### src/rtl/seg7_hex_bank.sv
// seg7_hex_bank
//
// Multi-digit hex display driver for 7-segment displays.
// - Captures a packed NUM_DIGITS x 4-bit value when load is high.
// - Drives NUM_DIGITS displays from registered outputs.
// - Supports a per-digit enable, leading-zero blanking, and per-digit
//   blinking timed by an internal divider.
//
// Parameters:
//   NUM_DIGITS  number of hex digits (1..8); digit 0 is least significant
//   BLINK_DIV   clock cycles per blink half-period (>= 2)
//   ACTIVE_LOW  1: segment on = 0; 0: segment on = 1
//
// Ports:
//   clk          system clock, all logic on the rising edge
//   reset_n      synchronous active-low reset
//   val          packed digit values, digit i = val[4i+3:4i]
//   load         capture val into the value register this cycle
//   digit_en     bit i = 0 forces digit i blank
//   blink_mask   bit i = 1 makes digit i blink
//   lz_blank     1 enables leading-zero blanking
//   display      packed segments, digit i = display[7i+6:7i], order gfedcba
//   blink_phase  current blink phase (1 = visible)
module seg7_hex_bank #(
   parameter int NUM_DIGITS = 6,
   parameter int BLINK_DIV  = 25_000_000,
   parameter int ACTIVE_LOW = 1
) (
   input  logic                    clk,
   input  logic                    reset_n,
   input  logic [4*NUM_DIGITS-1:0] val,
   input  logic                    load,
   input  logic [NUM_DIGITS-1:0]   digit_en,
   input  logic [NUM_DIGITS-1:0]   blink_mask,
   input  logic                    lz_blank,
   output logic [7*NUM_DIGITS-1:0] display,
   output logic                    blink_phase
);

   localparam int CW = $clog2(BLINK_DIV);

   // Glyphs are stored in active-low form.
   // XOR with this mask converts them to the configured polarity.
   localparam logic [6:0] POL_MASK = (ACTIVE_LOW != 0) ? 7'h00 : 7'h7F;
   localparam logic [6:0] BLANK    = 7'h7F ^ POL_MASK;

   logic [4*NUM_DIGITS-1:0] value_reg;
   logic [CW-1:0]           cnt_reg;
   logic                    phase_reg;
   logic [7*NUM_DIGITS-1:0] display_reg;
   logic [7*NUM_DIGITS-1:0] display_next;

   function automatic logic [6:0] decode(input logic [3:0] nib);
      logic [6:0] seg;
      case (nib)
         4'h0:    seg = 7'b1000000;
         4'h1:    seg = 7'b1111001;
         4'h2:    seg = 7'b0100100;
         4'h3:    seg = 7'b0110000;
         4'h4:    seg = 7'b0011001;
         4'h5:    seg = 7'b0010010;
         4'h6:    seg = 7'b0000010;
         4'h7:    seg = 7'b1111000;
         4'h8:    seg = 7'b0000000;
         4'h9:    seg = 7'b0010000;
         4'hA:    seg = 7'b0001000;
         4'hB:    seg = 7'b0000011;
         4'hC:    seg = 7'b1000110;
         4'hD:    seg = 7'b0100001;
         4'hE:    seg = 7'b0000110;
         default: seg = 7'b0001110;
      endcase
      return seg ^ POL_MASK;
   endfunction

   // Per-digit segment selection.
   // The leading-zero test looks only at the value register.
   generate
      for (genvar gi = 0; gi < NUM_DIGITS; gi++) begin : g_digit
         logic [3:0] nib;
         logic       lead_zero;
         logic       blank;

         assign nib = value_reg[4*gi +: 4];

         if (gi == 0) begin : g_lsd
            // Digit 0 always shows something, so a value of 0 displays "0".
            assign lead_zero = 1'b0;
         end else begin : g_upper
            // Digit gi is a leading zero if every digit from the top down to gi is 0.
            assign lead_zero = (value_reg[4*NUM_DIGITS-1:4*gi] == '0);
         end

         assign blank = ~digit_en[gi]
                      | (blink_mask[gi] & ~phase_reg)
                      | (lz_blank & lead_zero);

         assign display_next[7*gi +: 7] = blank ? BLANK : decode(nib);
      end
   endgenerate

   always_ff @(posedge clk) begin
      if (!reset_n) begin
         value_reg   <= '0;
         cnt_reg     <= '0;
         phase_reg   <= 1'b1;
         display_reg <= {NUM_DIGITS{BLANK}};
      end else begin
         display_reg <= display_next;

         if (load) begin
            // A fresh value restarts the blink cycle in the visible phase.
            value_reg <= val;
            cnt_reg   <= '0;
            phase_reg <= 1'b1;
         end else if (cnt_reg == CW'(BLINK_DIV - 1)) begin
            cnt_reg   <= '0;
            phase_reg <= ~phase_reg;
         end else begin
            cnt_reg   <= cnt_reg + CW'(1);
         end
      end
   end

   assign display     = display_reg;
   assign blink_phase = phase_reg;

endmodule

### config.mk
export PLATFORM = sky130hd
export DESIGN_NAME = seg7_hex_bank
export DESIGN_NICKNAME = d
export VERILOG_FILES = /design/src/rtl/seg7_hex_bank.sv
export SDC_FILE = /design/constraint.sdc
export NUM_CORES = 1
export LEC_CHECK = 0
export ABC_CLOCK_PERIOD_IN_PS = 3700
export CAP_MARGIN = 20
export CORE_AREA = 2 2 110 85
export CTS_CLUSTER_DIAMETER = 50
export DETAILED_ROUTE_END_ITERATION = 12
export DIE_AREA = 0 0 112 87
export PLACE_DENSITY = 0.88
export SYNTH_ARGS = -nofsm -noshare
export SYNTH_HDL_FRONTEND = slang
export SYNTH_SLANG_ARGS = --single-unit
### constraint.sdc
create_clock -name clk -period 3.7 [get_ports clk]
set_input_delay 1.11 -clock clk [delete_from_list [all_inputs] [get_ports clk]]
set_output_delay 1.11 -clock clk [all_outputs]
set_load 0.01 [all_outputs]
==> summary.txt, run 1 <==
Status
  – Status: completed

Routing
  – Post-DR wirelength/cell: 14.8 um
  – Via count: 3844
  – Post-route DRC: 0
  – Drt pass-1 iters: 4
  – Routed Antenna Nets: 0
  – Initial DRC Count: 228
  – Drt total wl: 10.2 mm
  – DR vias/cell: 5.60

Setup path
  – Worst-path fanout max: 21
  – Crit Reg-Reg Endpoint: display[11]$_SDFF_PP1_
  – Worst setup SP type: input pin
  – Setup CP Type: in2reg
  – R2r setup slk: 1230 ps
  – Worst EP arrival: 3040 ps
  – Setup crit end kind: flip-flop
  – Worst path required time: 3850 ps
  – Worst r2r src: value_reg[20]$_SDFFE_PN0P_
  – R2r worst-path depth: 6

Synthesis
  – Syn Inst Count: 495
  – Async SR Flop Fraction: 0
  – Warning count from the yosys run: 0
  – Cell area after synthesis: 0.00448 mm2
  – Top cell type's share of synthesized area: 0.411
  – Sequential area share after synthesis: 0.411
  – Syn nets: 567
  – Yosys top cell by area: dfxtp_1
  – Number of flops mapped to enable cells by yosys: 0
  – Predominant post-synthesis flop cell: dfxtp_1
  – Avg Inst Size Synth: 9.05 um2
  – Synth unique cells: 42
  – Post-synthesis register bit count: 92
  – Main area contributors after synthesis: dfxtp_1, ha_1, mux2i_1, o311ai_0, nor2b_1

Global route
  – First-pass GRT wire length: 17.0 mm
  – Largest net degree at the start of global routing: 26
  – Vias in the first global route: 3707
  – All-layer global routing usage: 0.214
  – GRT overflow: 0
  – Initial antenna violation count: 0

Clocking
  – CTS tree: built
  – Post-CTS Setup Bufs: 0
  – Clk Tree Root Cell: clkbuf_16
  – Cts hold-fix bufs: 0
  – Longest Clk Path Bufs: 2
  – CTS Buf Count: 9
  – H-tree Lvls: 3
  – # resized after CTS: 0
  – Clk sinks: 92
  – Worst-skew pair later-pin latency: 330 ps
  – Clk slew on worst S/H paths: 60 ps

Timing
  – Tcrit/Tclk final: 0.782
  – WHS: 490 ps
  – Crit path time final: 2890 ps
  – Slew @ Worst Pin: 825 ps
  – Setup TNS: 0 ps
  – Final Setup Violations: 0
  – RSZ-0062 raised after global routing: false
  – Slew HR: 0.442
  – Final hold vios: 0
  – Max-slew violations: 0
  – Clock Skew: 4.16 ps
  – Max frequency: 346 MHz

Worst hold path
  – Hold Crit Start: cnt_reg[0]$_SDFF_PP0_
  – Hold EP: cnt_reg[0]$_SDFF_PP0_
  – Cells on Worst Hold Path: 1
  – Hold Crit Class: reg2reg

Finish
  – Fin nets: 642
  – Most frequent cells in the layout: dfxtp_1, clkdlybuf4s50_1, nand2_1
  – Max reg flops: 42
  – Area grow syn2layout: 26.7%
  – Proportion of layout cells with a drive suffix above 1: 0.0418
  – Commonest non-fill, non-tap cell in the layout: dfxtp_1
  – Inserted Diodes: 0

Die
  – Core area: 0.00878 mm2
  – I/O pin total: 83
  – Die width: 112 um
  – Die Y: 87 um
  – Row cnt: 30
  – Initial core utilization: 0.510
  – Die area: 0.00974 mm2

Power
  – Leak: 2.07 nW
  – Peak supply drop: 0.000288 V
  – PD cells: 401 mW/mm2

Place
  – DP HPWL: 7.38 mm
  – Port Buf Inserts: 82
  – Gp weighted congestion: 0.838

Run
  – Max-Cap Viols: 0
==> worst max-delay path, stage by stage <==
cell	delay [ps]
clkdlybuf4s50_1	860
nand2_1	110
a221oi_1	670
o311ai_0	290
==> final cells by class <==
type	count	area (um2)
sequential	92	1840
clock inverter	4	50.0
tap	112	140
timing repair buffer	87	858
multi-input combinational	350	2430
clock buffer	11	243
fill	694	3100
inverter	30	113
==> cells by family (layout without fill, tap and decap cells) <==
family / count (synthesis) / count (layout) / share of synthesized area
and+or+nand+nor: 175 / 175 / 0.207
AOI/OAI and AO/OA: 106 / 106 / 0.166
DFF: 92 / 92 / 0.411
buffers and inverters: 53 / 132 / 0.0461
adders and majority gates: 32 / 32 / 0.0893
muxes: 26 / 26 / 0.0583
xor gates and xnor gates: 11 / 11 / 0.0215
==> worst max path at each step <==
stage          cells after the start  slack (ps)      from                         end
2_1_floorplan                      4        1450      load  value_reg[10]$_SDFFE_PN0P_
3_3_place_gp                       5         570  lz_blank      display[13]$_SDFF_PP1_
3_5_place_dp                       4         460   reset_n      display[28]$_SDFF_PP1_
4_1_cts                            4         800   reset_n      display[28]$_SDFF_PP1_
5_1_grt                            4         590   reset_n      display[28]$_SDFF_PP1_
6_report                           4         810   reset_n      display[28]$_SDFF_PP1_
==> report_power, final <==
part	total, W	switching [W]	leakage, nW	internal [W]
logic	0.000295	0.000134	1.18	0.000161
clock network	0.000897	0.000360	0.138	0.000537
registers	0.00109	0.0000479	0.756	0.00104
total	0.00228	0.000542	2.07	0.00174
==> stage by stage <==
step / setup slack, ps / total power [W] / utilization / cells / instance area (um2)
final: 806 / 0.00228 / 0.647 / 686 / 5680
after global routing: 589 / 0.00237 / 0.647 / 686 / 5680
after CTS: 797 / 0.00229 / 0.647 / 686 / 5680
after detailed placement: 456 / 0.00140 / 0.613 / 671 / 5390
after global placement: 569 / 0.00139 / 0.613 / 671 / 5390
after floorplan: 1450 / 0.00125 / - / 495 / 4480
==> Yosys cell counts, drive strengths merged, types with 17 or more instances <==
master   n
clkbuf  22
dfxtp   92
ha      32
inv     30
mux2i   25
nand2   44
nand3   17
nor2    30
nor2b   29
o211ai  21
o21ai   20
o311ai  24
==> routing by layer <==
| metal | GRT usage | wire length [um] |
|---|---|---|
| met4 | 0.0754 | 183 |
| met2 | 0.377 | 4980 |
| met3 | 0.0522 | 494 |
| met1 | 0.259 | 4520 |
| met5 | 0 | 0 |
Power figures use the tool's default switching activity.
==> run 2, diff against run 1 <==
==> config.mk (replaced) <==
export PLATFORM = sky130hd
export DESIGN_NAME = seg7_hex_bank
export DESIGN_NICKNAME = d
export VERILOG_FILES = /design/src/rtl/seg7_hex_bank.sv
export SDC_FILE = /design/constraint.sdc
export NUM_CORES = 1
export LEC_CHECK = 0
export ABC_CLOCK_PERIOD_IN_PS = 2900
export CAP_MARGIN = 20
export CORE_AREA = 2 2 111 86
export CTS_CLUSTER_DIAMETER = 50
export DETAILED_ROUTE_END_ITERATION = 12
export DIE_AREA = 0 0 113 88
export PLACE_DENSITY = 0.87
export SYNTH_ARGS = -nofsm -noshare
export SYNTH_HDL_FRONTEND = slang
export SYNTH_SLANG_ARGS = --single-unit
==> constraint.sdc (replaced) <==
create_clock -name clk -period 2.9 [get_ports clk]
set_input_delay 0.87 -clock clk [delete_from_list [all_inputs] [get_ports clk]]
set_output_delay 0.87 -clock clk [all_outputs]
set_load 0.01 [all_outputs]
==> run 2 against run 1 <==
- the run now ends with DRC left
- worst hold slack got worse by 18 ps
- sequential power up 28%
- sequential share of layout area down 0.21 points
- register-to-register slack worse by 830 ps
- clock skew is 5.2 ps higher
- non-clock buffer count grew 4
- design area increased by 0.66%
- combinational power rose by 29%
- via count grew 2.0%
- setup slack worse by 530 ps
- clock power increased by 33%
- final cell count grew 0.58%
- critical endpoint is now display[7]$_SDFF_PP1_
- largest cell class unchanged
==> summary.txt, run 2 (synthesized netlist as in run 1, its figures left out) <==
Status
  – Status: complete, but fails checks
  – Failing checks: DRC

Timing
  – Final Setup Violations: 0 (unchanged)
  – Crit path time final: 2620 ps
  – Slew HR: 0.440 (-0.00265)
  – Setup TNS: 0 ps (unchanged)
  – Clock Skew: 9.31 ps (+5.16 ps)
  – Max-slew violations: 0 (unchanged)
  – RSZ-0062 raised after global routing: false
  – Final hold vios: 0 (unchanged)
  – Tcrit/Tclk final: 0.903
  – Max frequency: 382 MHz
  – Slew @ Worst Pin: 829 ps (+3.92 ps)

Finish
  – Area grow syn2layout: 27.6%
  – Cell area after layout: 0.00572 mm2 (+0.66%)
  – Filler cells: 703 (+1.3%)
  – FF/Latch Area: 0.00184 mm2 (unchanged)
  – Max reg flops: 42 (unchanged)
  – Inserted Diodes: 0 (unchanged)
  – Commonest non-fill, non-tap cell in the layout: dfxtp_1
  – Proportion of layout cells with a drive suffix above 1: 0.0502 (+0.00836)
  – Multi-input logic area: 0.00243 mm2 (unchanged)
  – Most frequent cells in the layout: dfxtp_1, clkdlybuf4s50_1, nand2_1
  – Fin nets: 646 (+0.62%)
  – Fin util: 0.645 (-0.00124)

Clocking
  – Cts hold-fix bufs: 0 (unchanged)
  – Worst-skew pair later-pin latency: 350 ps (+20 ps)
  – H-tree Lvls: 3 (unchanged)
  – Clk slew on worst S/H paths: 60 ps (about the same)
  – # resized after CTS: 0 (unchanged)
  – CTS tree: built
  – Post-CTS Setup Bufs: 0 (unchanged)
  – Clk sinks: 92 (unchanged)
  – Clk Tree Root Cell: clkbuf_16
  – CTS Buf Count: 9 (unchanged)
  – Longest Clk Path Bufs: 2 (unchanged)

Place
  – Instance area at placement: 0.00542 mm2 (+0.56%)
  – DP HPWL: 7.59 mm (+2.8%)
  – Gp weighted congestion: 0.855 (+2.0%)
  – Port Buf Inserts: 82 (unchanged)

Routing
  – Drt total wl: 10.6 mm (+3.9%)
  – Initial DRC Count: 216 (-5.3%)
  – Drt pass-1 iters: 8 (+4)
  – Met2 WL: 5.08 mm (+1.9%)
  – Post-route DRC: 9 (+9)
  – DR WL met3: 643 um (+30%)
  – Routed Antenna Nets: 0 (unchanged)
  – DR vias/cell: 5.68 (+1.4%)
  – Via count: 3919 (+2.0%)
  – Top Layer Used: met4
  – Post-DR wirelength/cell: 15.3 um (+3.3%)
  – DRT met1 WL: 4.56 mm (+0.75%)

Global route
  – Vias in the first global route: 3589 (-3.2%)
  – Largest net degree at the start of global routing: 32 (+23%)
  – GRT overflow: 0 (unchanged)
  – Initial antenna violation count: 0 (unchanged)
  – All-layer global routing usage: 0.215 (+0.000233)
  – First-pass GRT wire length: 16.8 mm (-0.70%)

Power
  – Clk pwr share: 0.402 (+0.008)
  – PD cells: 519 mW/mm2 (+29%)
  – Comb power frac: 0.129 (about the same)
  – Sw Pwr: 0.000741 W (+37%)
  – Int Power: 0.00222 W (+28%)
  – Peak supply drop: 0.000473 V (+64%)
  – Sw Ratio: 0.250 (+0.0122)
  – Leak: 2.09 nW (+0.93%)
  – Total power: 0.00297 W (+30%)
  – Sequential Power Share: 0.469 (-0.008)

Run
  – Max-Cap Viols: 0 (unchanged)

Setup path
  – Worst-path fanout max: 7 (-67%)
  – Worst EP arrival: 2850 ps (-190 ps)
  – Worst setup SP type: input pin
  – Setup CP Type: in2reg
  – Worst path required time: 3130 ps (-720 ps)
  – Setup crit end kind: flip-flop
  – R2r worst-path depth: 6 (unchanged)
  – CP Launch Point: lz_blank
  – Worst r2r src: value_reg[20]$_SDFFE_PN0P_

Die
  – Die Y: 88 um (+1.1%)
  – Die width: 113 um (+0.89%)
  – Core area: 0.00886 mm2 (+0.85%)
  – Initial core utilization: 0.506 (-0.00432)
  – Row cnt: 30 (unchanged)
  – Die area: 0.00994 mm2 (+2.1%)
  – I/O pin total: 83 (unchanged)

Worst hold path
  – Cells on Worst Hold Path: 1 (unchanged)
  – Hold Crit Class: reg2reg
  – Hold Crit Start: cnt_reg[0]$_SDFF_PP0_
[run 2: changes by cell type in the layout (fill, tap and decap cells not counted)]
cell | previous run | this run
buf_4 | 5 | 9
clkbuf_1 | 1 | 0
clkinv_2 | 1 | 0
clkinvlp_4 | 2 | 3
inv_6 | 0 | 1
[run 2: final timing paths]
path                           end  slack, ps
max reg2reg  display[7]$_SDFF_PP1_        400
max          display[7]$_SDFF_PP1_        280
min          cnt_reg[0]$_SDFF_PP0_        470
min reg2reg  cnt_reg[0]$_SDFF_PP0_        470
[run 2: layout make-up]
cell class,instances,share of cell area
clock buffer,10,0.0418
clock inverter,5,0.0107
inverter,30,0.0197
multi-input combinational,350,0.426
sequential,92,0.322
tap,112,0.0245
timing repair buffer,91,0.155
[run 2: stage by stage]
stage                     setup slack [ps]  std cells  hold slack, ps
after floorplan                        888        495             440
after global placement                67.5        675             453
after detailed placement             -46.9        675             463
after CTS                              318        690             477
after global routing                   203        690             498
final                                  281        690             471
[run 2: per-layer routing]
metal / global-route usage / vias to the layer above
met2: 0.353 / 118
met4: 0.0898 / 0
met3: 0.0692 / 28
li1: - / 1925
met5: 0 / -
met1: 0.263 / 1848
[run 2: power groups by stage]
stage                     Clock [W]  Sequential [W]  Combinational (W)
final                       0.00119         0.00139           0.000382
after global routing        0.00126         0.00140           0.000416
after CTS                   0.00121         0.00139           0.000383
after detailed placement          0         0.00142           0.000378
after global placement            0         0.00141           0.000365
after floorplan                   0         0.00140           0.000192
[run 2: critical path: stages]
cell and delay, ps:
clkdlybuf4s50_1 460, nor4bb_1 670, and4_1 360, a41oi_1 280, o311ai_0 210
==> run 3, diff against run 2 <==
--- a/config.mk
+++ b/config.mk
@@ -7,11 +7,12 @@
 export LEC_CHECK = 0
 export ABC_CLOCK_PERIOD_IN_PS = 2900
 export CAP_MARGIN = 20
-export CORE_AREA = 2 2 111 86
+export CORE_AREA = 2 2 101 79
 export CTS_CLUSTER_DIAMETER = 50
 export DETAILED_ROUTE_END_ITERATION = 12
-export DIE_AREA = 0 0 113 88
-export PLACE_DENSITY = 0.87
+export DIE_AREA = 0 0 103 81
+export DONT_BUFFER_PORTS = 1
+export PLACE_DENSITY = 0.86
 export SYNTH_ARGS = -nofsm -noshare
 export SYNTH_HDL_FRONTEND = slang
 export SYNTH_SLANG_ARGS = --single-unit
==> run 3 against run 2 <==
- the run now ends clean
- clock-buffer cell count is 2 higher
- design area is 18% lower
- sequential cell count did not move
- wire length is 17% lower
- total power fell by 21%
- clock skew about the same
- clock power shrank 38%
- sequential share of layout area is 7.0 points higher
==> summary.txt, run 3 (synthesized netlist as in run 1, its figures left out) <==
Clocking
  – Clk sinks: 92 (unchanged)
  – CTS tree: built
  – Longest Clk Path Bufs: 2 (unchanged)
  – Cts hold-fix bufs: 0 (unchanged)
  – Worst-skew pair later-pin latency: 350 ps (about the same)
  – H-tree Lvls: 3 (unchanged)
  – # resized after CTS: 0 (unchanged)
  – CTS Buf Count: 9 (unchanged)
  – Post-CTS Setup Bufs: 0 (unchanged)
  – Clk slew on worst S/H paths: 80 ps (+20 ps)
  – Clk Tree Root Cell: clkbuf_8

Routing
  – Drt total wl: 8.82 mm (-17%)
  – Top Layer Used: met4
  – DR WL met3: 476 um (-26%)
  – Drt pass-1 iters: 5 (-3)
  – Met2 WL: 4.03 mm (-21%)
  – Post-route DRC: 0 (-9)
  – Via count: 3441 (-12%)
  – Post-DR wirelength/cell: 14.8 um (-3.3%)
  – Routed Antenna Nets: 0 (unchanged)
  – DR vias/cell: 5.78 (+1.8%)
  – DRT met1 WL: 4.16 mm (-8.7%)
  – Initial DRC Count: 160 (-26%)

Setup path
  – Setup crit end kind: flip-flop
  – Worst path required time: 3070 ps (-60 ps)
  – Setup CP Type: reg2reg
  – Worst-path fanout max: 7 (unchanged)
  – R2r setup slk: 500 ps (+100 ps)
  – Crit Reg-Reg Endpoint: display[17]$_SDFF_PP1_
  – Worst setup SP type: flip-flop
  – Worst EP arrival: 2570 ps (-280 ps)
  – Worst r2r src: value_reg[20]$_SDFFE_PN0P_
  – R2r worst-path depth: 6 (unchanged)

Global route
  – GRT overflow: 0 (unchanged)
  – Vias in the first global route: 3133 (-13%)
  – First-pass GRT wire length: 14.4 mm (-14%)
  – All-layer global routing usage: 0.217 (+0.00254)
  – Largest net degree at the start of global routing: 32 (unchanged)
  – Initial antenna violation count: 1 (+1)

Power
  – Sw Pwr: 0.000599 W (-19%)
  – PD cells: 498 mW/mm2 (-3.9%)
  – Sequential Power Share: 0.600 (+0.131)
  – Clk pwr share: 0.312 (-0.090)
  – Sw Ratio: 0.255 (+0.00548)
  – Peak supply drop: 0.000239 V (-50%)
  – Leak: 1.67 nW (-20%)
  – Int Power: 0.00174 W (-22%)
  – Total power: 0.00234 W (-21%)
  – Comb power frac: 0.088 (-0.041)

Timing
  – Setup TNS: 0 ps (unchanged)
  – Fin worst setup slack: 503 ps (+222 ps)
  – Max-slew violations: 0 (unchanged)
  – Tcrit/Tclk final: 0.827 (-0.0764)
  – Crit path time final: 2400 ps (-222 ps)
  – Final hold vios: 0 (unchanged)
  – Clock Skew: 9.30 ps (-0.0138 ps)
  – Max frequency: 417 MHz (+9.2%)
  – Slew HR: 0.471 (+0.0312)
  – WHS: 483 ps (+12.2 ps)
  – Final Setup Violations: 0 (unchanged)
  – Slew @ Worst Pin: 794 ps (-35.5 ps)
  – RSZ-0062 raised after global routing: false

Place
  – DP HPWL: 6.46 mm (-15%)
  – Placed cells: 580 (-14%)
  – Gp weighted congestion: 0.849 (-0.63%)
  – Port Buf Inserts: 0 (-100%)
  – Setup WS pre-CTS: 488 ps (+535 ps)

Worst hold path
  – Cells on Worst Hold Path: 2 (+1)
  – Hold EP: cnt_reg[24]$_SDFF_PP0_
  – Hold Crit Class: reg2reg
  – Hold Crit Start: cnt_reg[24]$_SDFF_PP0_

Finish
  – Area grow syn2layout: 4.91%
  – Most frequent cells in the layout: dfxtp_1, nand2_1, ha_1
  – Fin nets: 558 (-14%)
  – Commonest non-fill, non-tap cell in the layout: dfxtp_1
  – Layout Cells excl Fill: 595 (-14%)
  – Proportion of layout cells with a drive suffix above 1: 0.0409 (-0.00927)
  – Max reg flops: 42 (unchanged)

Die
  – Die Y: 81 um (-8.0%)
  – Die width: 103 um (-8.8%)
  – Core area: 0.00750 mm2 (-15%)
  – I/O pin total: 83 (unchanged)
  – Initial core utilization: 0.598 (+0.0919)
  – Die area: 0.00834 mm2 (-16%)
  – Row cnt: 28 (-6.7%)

Run
  – Max-Cap Viols: 0 (unchanged)

Status
  – Status: completed
run 3: how the worst max path moves through the flow:
stage	startpoint	endpoint	slack, ps	cells past startpoint
2_1_floorplan	load	value_reg[10]$_SDFFE_PN0P_	890	4
3_3_place_gp	lz_blank	display[14]$_SDFF_PP1_	650	4
3_5_place_dp	lz_blank	display[17]$_SDFF_PP1_	490	4
4_1_cts	value_reg[16]$_SDFFE_PN0P_	display[17]$_SDFF_PP1_	490	6
5_1_grt	value_reg[16]$_SDFFE_PN0P_	display[17]$_SDFF_PP1_	280	6
6_report	value_reg[20]$_SDFFE_PN0P_	display[17]$_SDFF_PP1_	500	6
run 3: area by class of cell:
type	count	area [um2]
diodes	1	2.50
clock buffers	12	145
clock inverters	2	12.5
fillers	650	2800
inverters	30	113
multi-input cells	350	2430
flip-flops and latches	92	1840
well taps	105	131
repair buffers	3	22.5
run 3: worst max-delay path, cell delays in order (launching register included):
cell      delay (ps)
dfxtp_1          460
inv_1            120
ha_1             250
nor4bb_1         190
and4_1           230
a211oi_1         670
o311ai_0         290
run 3: metrics by stage:
step	cell area, um2	utilization
2_1_floorplan	4480	-
3_3_place_gp	4540	0.606
3_5_place_dp	4540	0.606
4_1_cts	4700	0.627
5_1_grt	4700	0.627
6_report	4700	0.627
run 3: power by group through the flow:
stage / Combinational [W] / Clock [W] / Sequential [W]
finish: 0.000206 / 0.000732 / 0.00141
global route: 0.000236 / 0.000797 / 0.00142
CTS: 0.000205 / 0.000753 / 0.00141
detailed placement: 0.000204 / 0 / 0.00144
global placement: 0.000194 / 0 / 0.00143
floorplan: 0.000192 / 0 / 0.00140
run 3: per-layer routing:
| metal | vias up | track usage |
|---|---|---|
| met5 | - | 0 |
| met4 | 0 | 0.0618 |
| met3 | 13 | 0.0637 |
| met2 | 78 | 0.347 |
| met1 | 1600 | 0.286 |
| li1 | 1750 | - |
